[config.mk]
export PLATFORM = sky130hd
export DESIGN_NAME = alu_issue_seq
export DESIGN_NICKNAME = d
export VERILOG_FILES = /design/src/rtl/alu_pkg.sv /design/src/rtl/alu_regfile.sv /design/src/rtl/alu_issue_seq.sv
export SDC_FILE = /design/constraint.sdc
export NUM_CORES = 1
export LEC_CHECK = 0
export ABC_AREA = 1
export CELL_PAD_IN_SITES_DETAIL_PLACEMENT = 0
export CELL_PAD_IN_SITES_GLOBAL_PLACEMENT = 2
export CORE_ASPECT_RATIO = 2
export CORE_MARGIN = 8
export CORE_UTILIZATION = 30
export CTS_CLUSTER_SIZE = 40
export DETAILED_ROUTE_END_ITERATION = 6
export GPL_ROUTABILITY_DRIVEN = 0
export MAX_ROUTING_LAYER = met4
export PLACE_DENSITY_LB_ADDON = 0.1
export SYNTH_ARGS = -nofsm -noshare
export SYNTH_HDL_FRONTEND = slang
export SYNTH_SLANG_ARGS = --single-unit
[constraint.sdc]
create_clock -name clk -period 2.1 [get_ports clk]
set_input_delay 0.42 -clock clk [delete_from_list [all_inputs] [get_ports clk]]
set_output_delay 0.42 -clock clk [all_outputs]
set_load 0.05 [all_outputs]
[src/rtl/alu_pkg.sv]
// rtl/alu_pkg.sv - shared opcodes, FSM state encoding and default widths for the ALU issue sequencer
package alu_pkg;

  localparam int DEF_DATA_W = 8;
  localparam int DEF_NREGS  = 4;

  localparam logic [1:0] OP_ADD  = 2'b00;
  localparam logic [1:0] OP_ADDI = 2'b01;
  localparam logic [1:0] OP_LI   = 2'b10;
  localparam logic [1:0] OP_NOP  = 2'b11;

  typedef enum logic [1:0] {
    ST_IDLE = 2'd0,
    ST_EXEC = 2'd1,
    ST_WB   = 2'd2
  } state_e;

endpackage

[src/rtl/alu_regfile.sv]
// rtl/alu_regfile.sv - NREGS x DATA_W register file, two operand read ports, debug read port, one sync write port
module alu_regfile
  import alu_pkg::*;
#(
  parameter int DATA_W = DEF_DATA_W,
  parameter int NREGS  = DEF_NREGS,
  localparam int SEL_W = $clog2(NREGS)
) (
  input  logic              clk,
  input  logic              reset,
  input  logic [SEL_W-1:0]  ra_sel,
  output logic [DATA_W-1:0] ra_data,
  input  logic [SEL_W-1:0]  rb_sel,
  output logic [DATA_W-1:0] rb_data,
  input  logic [SEL_W-1:0]  dbg_sel,
  output logic [DATA_W-1:0] dbg_data,
  input  logic              we,
  input  logic [SEL_W-1:0]  wsel,
  input  logic [DATA_W-1:0] wdata
);

  logic [DATA_W-1:0] regs_q [NREGS];
  logic [DATA_W-1:0] regs_d [NREGS];

  always_comb begin
    regs_d = regs_q;
    if (we) begin
      regs_d[wsel] = wdata;
    end
  end

  always_ff @(posedge clk) begin
    if (reset) begin
      regs_q <= '{default: '0};
    end else begin
      regs_q <= regs_d;
    end
  end

  assign ra_data  = regs_q[ra_sel];
  assign rb_data  = regs_q[rb_sel];
  assign dbg_data = regs_q[dbg_sel];

endmodule

[src/rtl/alu_issue_seq.sv]
// rtl/alu_issue_seq.sv - one-at-a-time instruction sequencer: operand fetch, ALU drive, result write-back
module alu_issue_seq
  import alu_pkg::*;
#(
  parameter int DATA_W = DEF_DATA_W,
  parameter int NREGS  = DEF_NREGS,
  localparam int SEL_W = $clog2(NREGS)
) (
  input  logic              clk,
  input  logic              reset,
  input  logic              instr_valid,
  output logic              instr_ready,
  input  logic [1:0]        instr_op,
  input  logic [SEL_W-1:0]  instr_rd,
  input  logic [SEL_W-1:0]  instr_ra,
  input  logic [SEL_W-1:0]  instr_rb,
  input  logic [DATA_W-1:0] instr_imm,
  output logic [DATA_W-1:0] alu_A,
  output logic [DATA_W-1:0] alu_B,
  output logic              alu_op,
  input  logic [DATA_W-1:0] alu_S,
  output logic              done,
  input  logic [SEL_W-1:0]  rd_sel,
  output logic [DATA_W-1:0] rd_data
);

  state_e            state_q, state_d;
  logic [1:0]        op_q, op_d;
  logic [SEL_W-1:0]  rd_q, rd_d;
  logic [DATA_W-1:0] alu_a_q, alu_a_d;
  logic [DATA_W-1:0] alu_b_q, alu_b_d;
  logic              alu_op_q, alu_op_d;
  logic [DATA_W-1:0] result_q, result_d;
  logic [DATA_W-1:0] ra_data, rb_data;
  logic              wb_en;

  alu_regfile #(
    .DATA_W (DATA_W),
    .NREGS  (NREGS)
  ) u_regfile (
    .clk      (clk),
    .reset    (reset),
    .ra_sel   (instr_ra),
    .ra_data  (ra_data),
    .rb_sel   (instr_rb),
    .rb_data  (rb_data),
    .dbg_sel  (rd_sel),
    .dbg_data (rd_data),
    .we       (wb_en),
    .wsel     (rd_q),
    .wdata    (result_q)
  );

  always_comb begin
    state_d  = state_q;
    op_d     = op_q;
    rd_d     = rd_q;
    alu_a_d  = alu_a_q;
    alu_b_d  = alu_b_q;
    alu_op_d = 1'b0;
    result_d = result_q;
    wb_en    = 1'b0;
    case (state_q)
      ST_IDLE: begin
        if (instr_valid) begin
          state_d = ST_EXEC;
          op_d    = instr_op;
          rd_d    = instr_rd;
          case (instr_op)
            OP_ADD: begin
              alu_a_d = ra_data;
              alu_b_d = rb_data;
            end
            OP_ADDI: begin
              alu_a_d = ra_data;
              alu_b_d = instr_imm;
            end
            OP_LI: begin
              alu_a_d = instr_imm;
              alu_b_d = '0;
            end
            default: begin
              alu_a_d = '0;
              alu_b_d = '0;
            end
          endcase
        end
      end
      ST_EXEC: begin
        result_d = alu_S;
        state_d  = ST_WB;
      end
      ST_WB: begin
        // NOP still walks through WB so done pulses, but never writes.
        wb_en   = (op_q != OP_NOP);
        state_d = ST_IDLE;
      end
      default: state_d = ST_IDLE;
    endcase
  end

  always_ff @(posedge clk) begin
    if (reset) begin
      state_q  <= ST_IDLE;
      op_q     <= OP_ADD;
      rd_q     <= '0;
      alu_a_q  <= '0;
      alu_b_q  <= '0;
      alu_op_q <= 1'b0;
      result_q <= '0;
    end else begin
      state_q  <= state_d;
      op_q     <= op_d;
      rd_q     <= rd_d;
      alu_a_q  <= alu_a_d;
      alu_b_q  <= alu_b_d;
      alu_op_q <= alu_op_d;
      result_q <= result_d;
    end
  end

  // Gated by reset so an aborted instruction shows neither done nor ready.
  assign instr_ready = (state_q == ST_IDLE) && !reset;
  assign done        = (state_q == ST_WB) && !reset;
  assign alu_A       = alu_a_q;
  assign alu_B       = alu_b_q;
  assign alu_op      = alu_op_q;

endmodule

==> results.md <==
- Status: finished, final reports clean
- Cell count after placement: between 600 and 700
- Fraction of layout cells with a size suffix above 1: 0.106
- Synth Area in Compound Gates: 0.199
- First DRT Iteration DRCs: 195
- Via count: about 3300
- Period Utilization, post-route: 0.900
- Worst flop-to-flop path startpoint: op_q[0]
- Data required time of the critical path: 1.68 ns
- Crit-path slowest cell: clkdlybuf4s50_1
- R2R cell count: 4
- Final WL: roughly 10000 µm
- Final min period: 1.89 ns
- Largest cells by area after synthesis: dfxtp_1 (39%), nand2_1 (15%), a21oi_1 (11%)
- CP Buf/Inv Count: 1
- Fmax: around 0.53 GHz
- Worst Hold Path Cells: 2
- Placed Area: between 0.004 and 0.005 mm²
- Worst setup EP type: output port
- Per-cell routed wire length: roughly 15 µm
- Commonest non-fill, non-tap cell in the layout: nand2_1
- Mapped Area: 0.00319 mm²
- Global-route wire length before repair: about 17000 µm
- Maximum vdd drop: roughly 0.00048 V
- Post-Synth Simple-Gate Area: 0.316
- Min-delay src: u_regfile.regs_q[25]
- End of the worst hold path: u_regfile.regs_q[25]
- NumNets Final: just under 600
- Leakage: between 1.5 and 2 nW
- Post-synthesis average cell area: about 6.4 µm²
- Non-Filler Instances: 695
- Arrival @ worst endpoint: between 1 and 1.5 ns
- DIE WIDTH: just under 90 µm
- Post-synthesis cell type count: 21
- Slew Viols, Final: 0
- Internal: between 2 and 3 mW
- Seq pwr share: 0.366
- Post-Synth XOR/XNOR Area: 0
- WHS: 0.501 ns
- PD cells: 798 mW/mm²
- NetSw: between 0.9 and 1 mW
- Largest family of logic cells by synthesized area: simple AND/OR/NAND/NOR gates
- Total of max-cap violations: 0
- Clock skew: between 0.005 and 0.006 ns
- Final hold violation count: 0
- Worst setup path class: flip-flop to output port
- Syn_nets: 530
- Seq/Total Area, Yosys: 0.389
- Height of the die: between 150 and 200 µm
- Final worst slack: 0.209 ns
- Met2 Use GR: 0.275
- Synth area leader: dfxtp_1
- Pre-CTS setup slack: -0.119 ns
- Worst hold path type: flip-flop to flip-flop
- DRC Markers: 0
- Cell chain of the critical path: clkdlybuf4s50_1
- CTS Buf Count: 9
- Flop2flop setup slack: between 0.6 and 0.7 ns
- Core area: approximately 0.010 mm²
- Final ANT Viol Nets: 0
- Mux share of post-synthesis cell area: 0
- Adder-cell share of the synthesized area: 0
- Tot Pwr: ~3.5 mW
- Most frequent cells in the layout: nand2_1 (124), dfxtp_1 (62), a21oi_1 (59), nor2_1 (57), clkdlybuf4s50_1 (42)
- Die ar.: 0.0144 mm²
- Setup violators final: 0
- Grt ovf: 0
- Starting Density: 0.307
- Mapped Cells: 501
- Slew headroom: 0.567
- Fin util: 0.419
- H-Tree Depth: 3
- Largest net degree at the start of global routing: ~60
- Grt met3 use: 0.0329
- Final HPWL DP: about 8000 µm
- Crit path max fanout: 2
- Clock power frac: 0.453
- Synthesis Warnings: 0
- Vias per cell: about 4.7
- # diodes: 0
- Top cell type's share of synthesized area: 0.389
- Global-route usage over all layers: 0.158
- Initial antenna violation count: 0
- Drt pass-1 iters: 4
- Synthesized flop and latch total: 62
- Busiest layer in global routing: met2
- RSZ-0062 raised after global routing: false
- M1 GR Usage: 0.168
- Hold buffers post-CTS: 0
- Clk_lat worst skew: 0.33 ns
- # rows: 53
- I/O pin cnt: between 50 and 60
- Worst r2r dst: u_regfile.regs_q[27]
- Root Buffer: clkbuf_16
- Area growth, synth to finish: 36.6%
- Setup_tns: 0 ns
- TritonCTS clock tree: yes
- Comb power frac: 0.181
- Delay-heaviest family, CP: buffers and inverters
- Sw Ratio: 0.279
- Clk sink count: 62
- Reg clk slew, reported paths: 0.05 ns
- Tightest Pin Transition: roughly 0.65 ns
- Port buffer count: 54
- Bufs on Longest Clock Path: 2
- CP peak stage delay: ~0.8 ns
- Startpoint class of the critical path: flip-flop
- Final instance area: around 0.0044 mm²
- Vias in the first global route: approximately 3200
## cell type report
type                    instances  area (µm²)
multi-input cells             366        1680
well taps                     137         171
repair buffers                 68         776
clock inverters                 6        86.3
fillers                      1158        6050
flip-flops and latches         62        1240
clock buffers                  10         229
inverters                      46         179
## power groups by stage
stage | clock, mW | sequential [mW] | combinational (mW)
3_5_place_dp | 0 | 1.30 | 0.631
3_3_place_gp | 0 | 1.30 | 0.629
5_1_grt | 1.68 | 1.28 | 0.688
4_1_cts | 1.62 | 1.28 | 0.639
2_1_floorplan | 0 | 1.38 | 0.306
6_report | 1.58 | 1.28 | 0.630
## metal layers
layer	up-vias	share of wire
met1	1469	0.39
met4	0	0.011
met2	77	0.55
met3	6	0.047
li1	1724	-
met5	-	0
## synthesized netlist by cell type, drive strengths merged
cell type    n
nand2      125
a21oi       67
dfxtp       62
nor2        60
o21ai       60
inv         46
nand3       34
buf         18
nor3        17
clkbuf       9
conb         1
nand4        1
or2          1
## worst register-to-register path, stage by stage, from the launching register on
cell	delay, ns
dfxtp_1	0.31
nand2_1	0.18
nand3_1	0.46
o21ai_0	0.32
a21oi_1	0.07
## state kept, by name (all words and copies together), names as in the netlist
name,count
u_regfile.regs_q,32
result_q,8
state_q,2
rd_q,2
alu_A,8
op_q,2
alu_B,8
## cells by family (layout without fill, tap and decap cells)
logic type | after synthesis | count (layout)
buffers and inverters | 73 | 130
AND/OR/NAND/NOR | 238 | 238
AO/OA/AOI/OAI | 127 | 127
other | 1 | 1
flip-flops | 62 | 62
## how the worst max path moves through the flow
stage | start | end | slack, ns | cells after the start
global placement | rd_sel[1] | rd_data[0] | -0.09 | 6
finish | alu_A[5] | alu_A[5] | 0.21 | 1
floorplan | rd_sel[0] | rd_data[0] | 0.18 | 5
CTS | rd_sel[1] | rd_data[1] | 0.002 | 7
global route | alu_A[5] | alu_A[5] | 0.15 | 1
detailed placement | rd_sel[1] | rd_data[7] | -0.12 | 6
## repair_timing
action / 4_1_cts / 5_1_grt
setup buffers: 1 / 0
gates resized for setup: 2 / 2
endpoints found under the setup margin: 8 / 8
cloned: 0 / 0
Note: power is estimated with default switching activity, not from simulation.
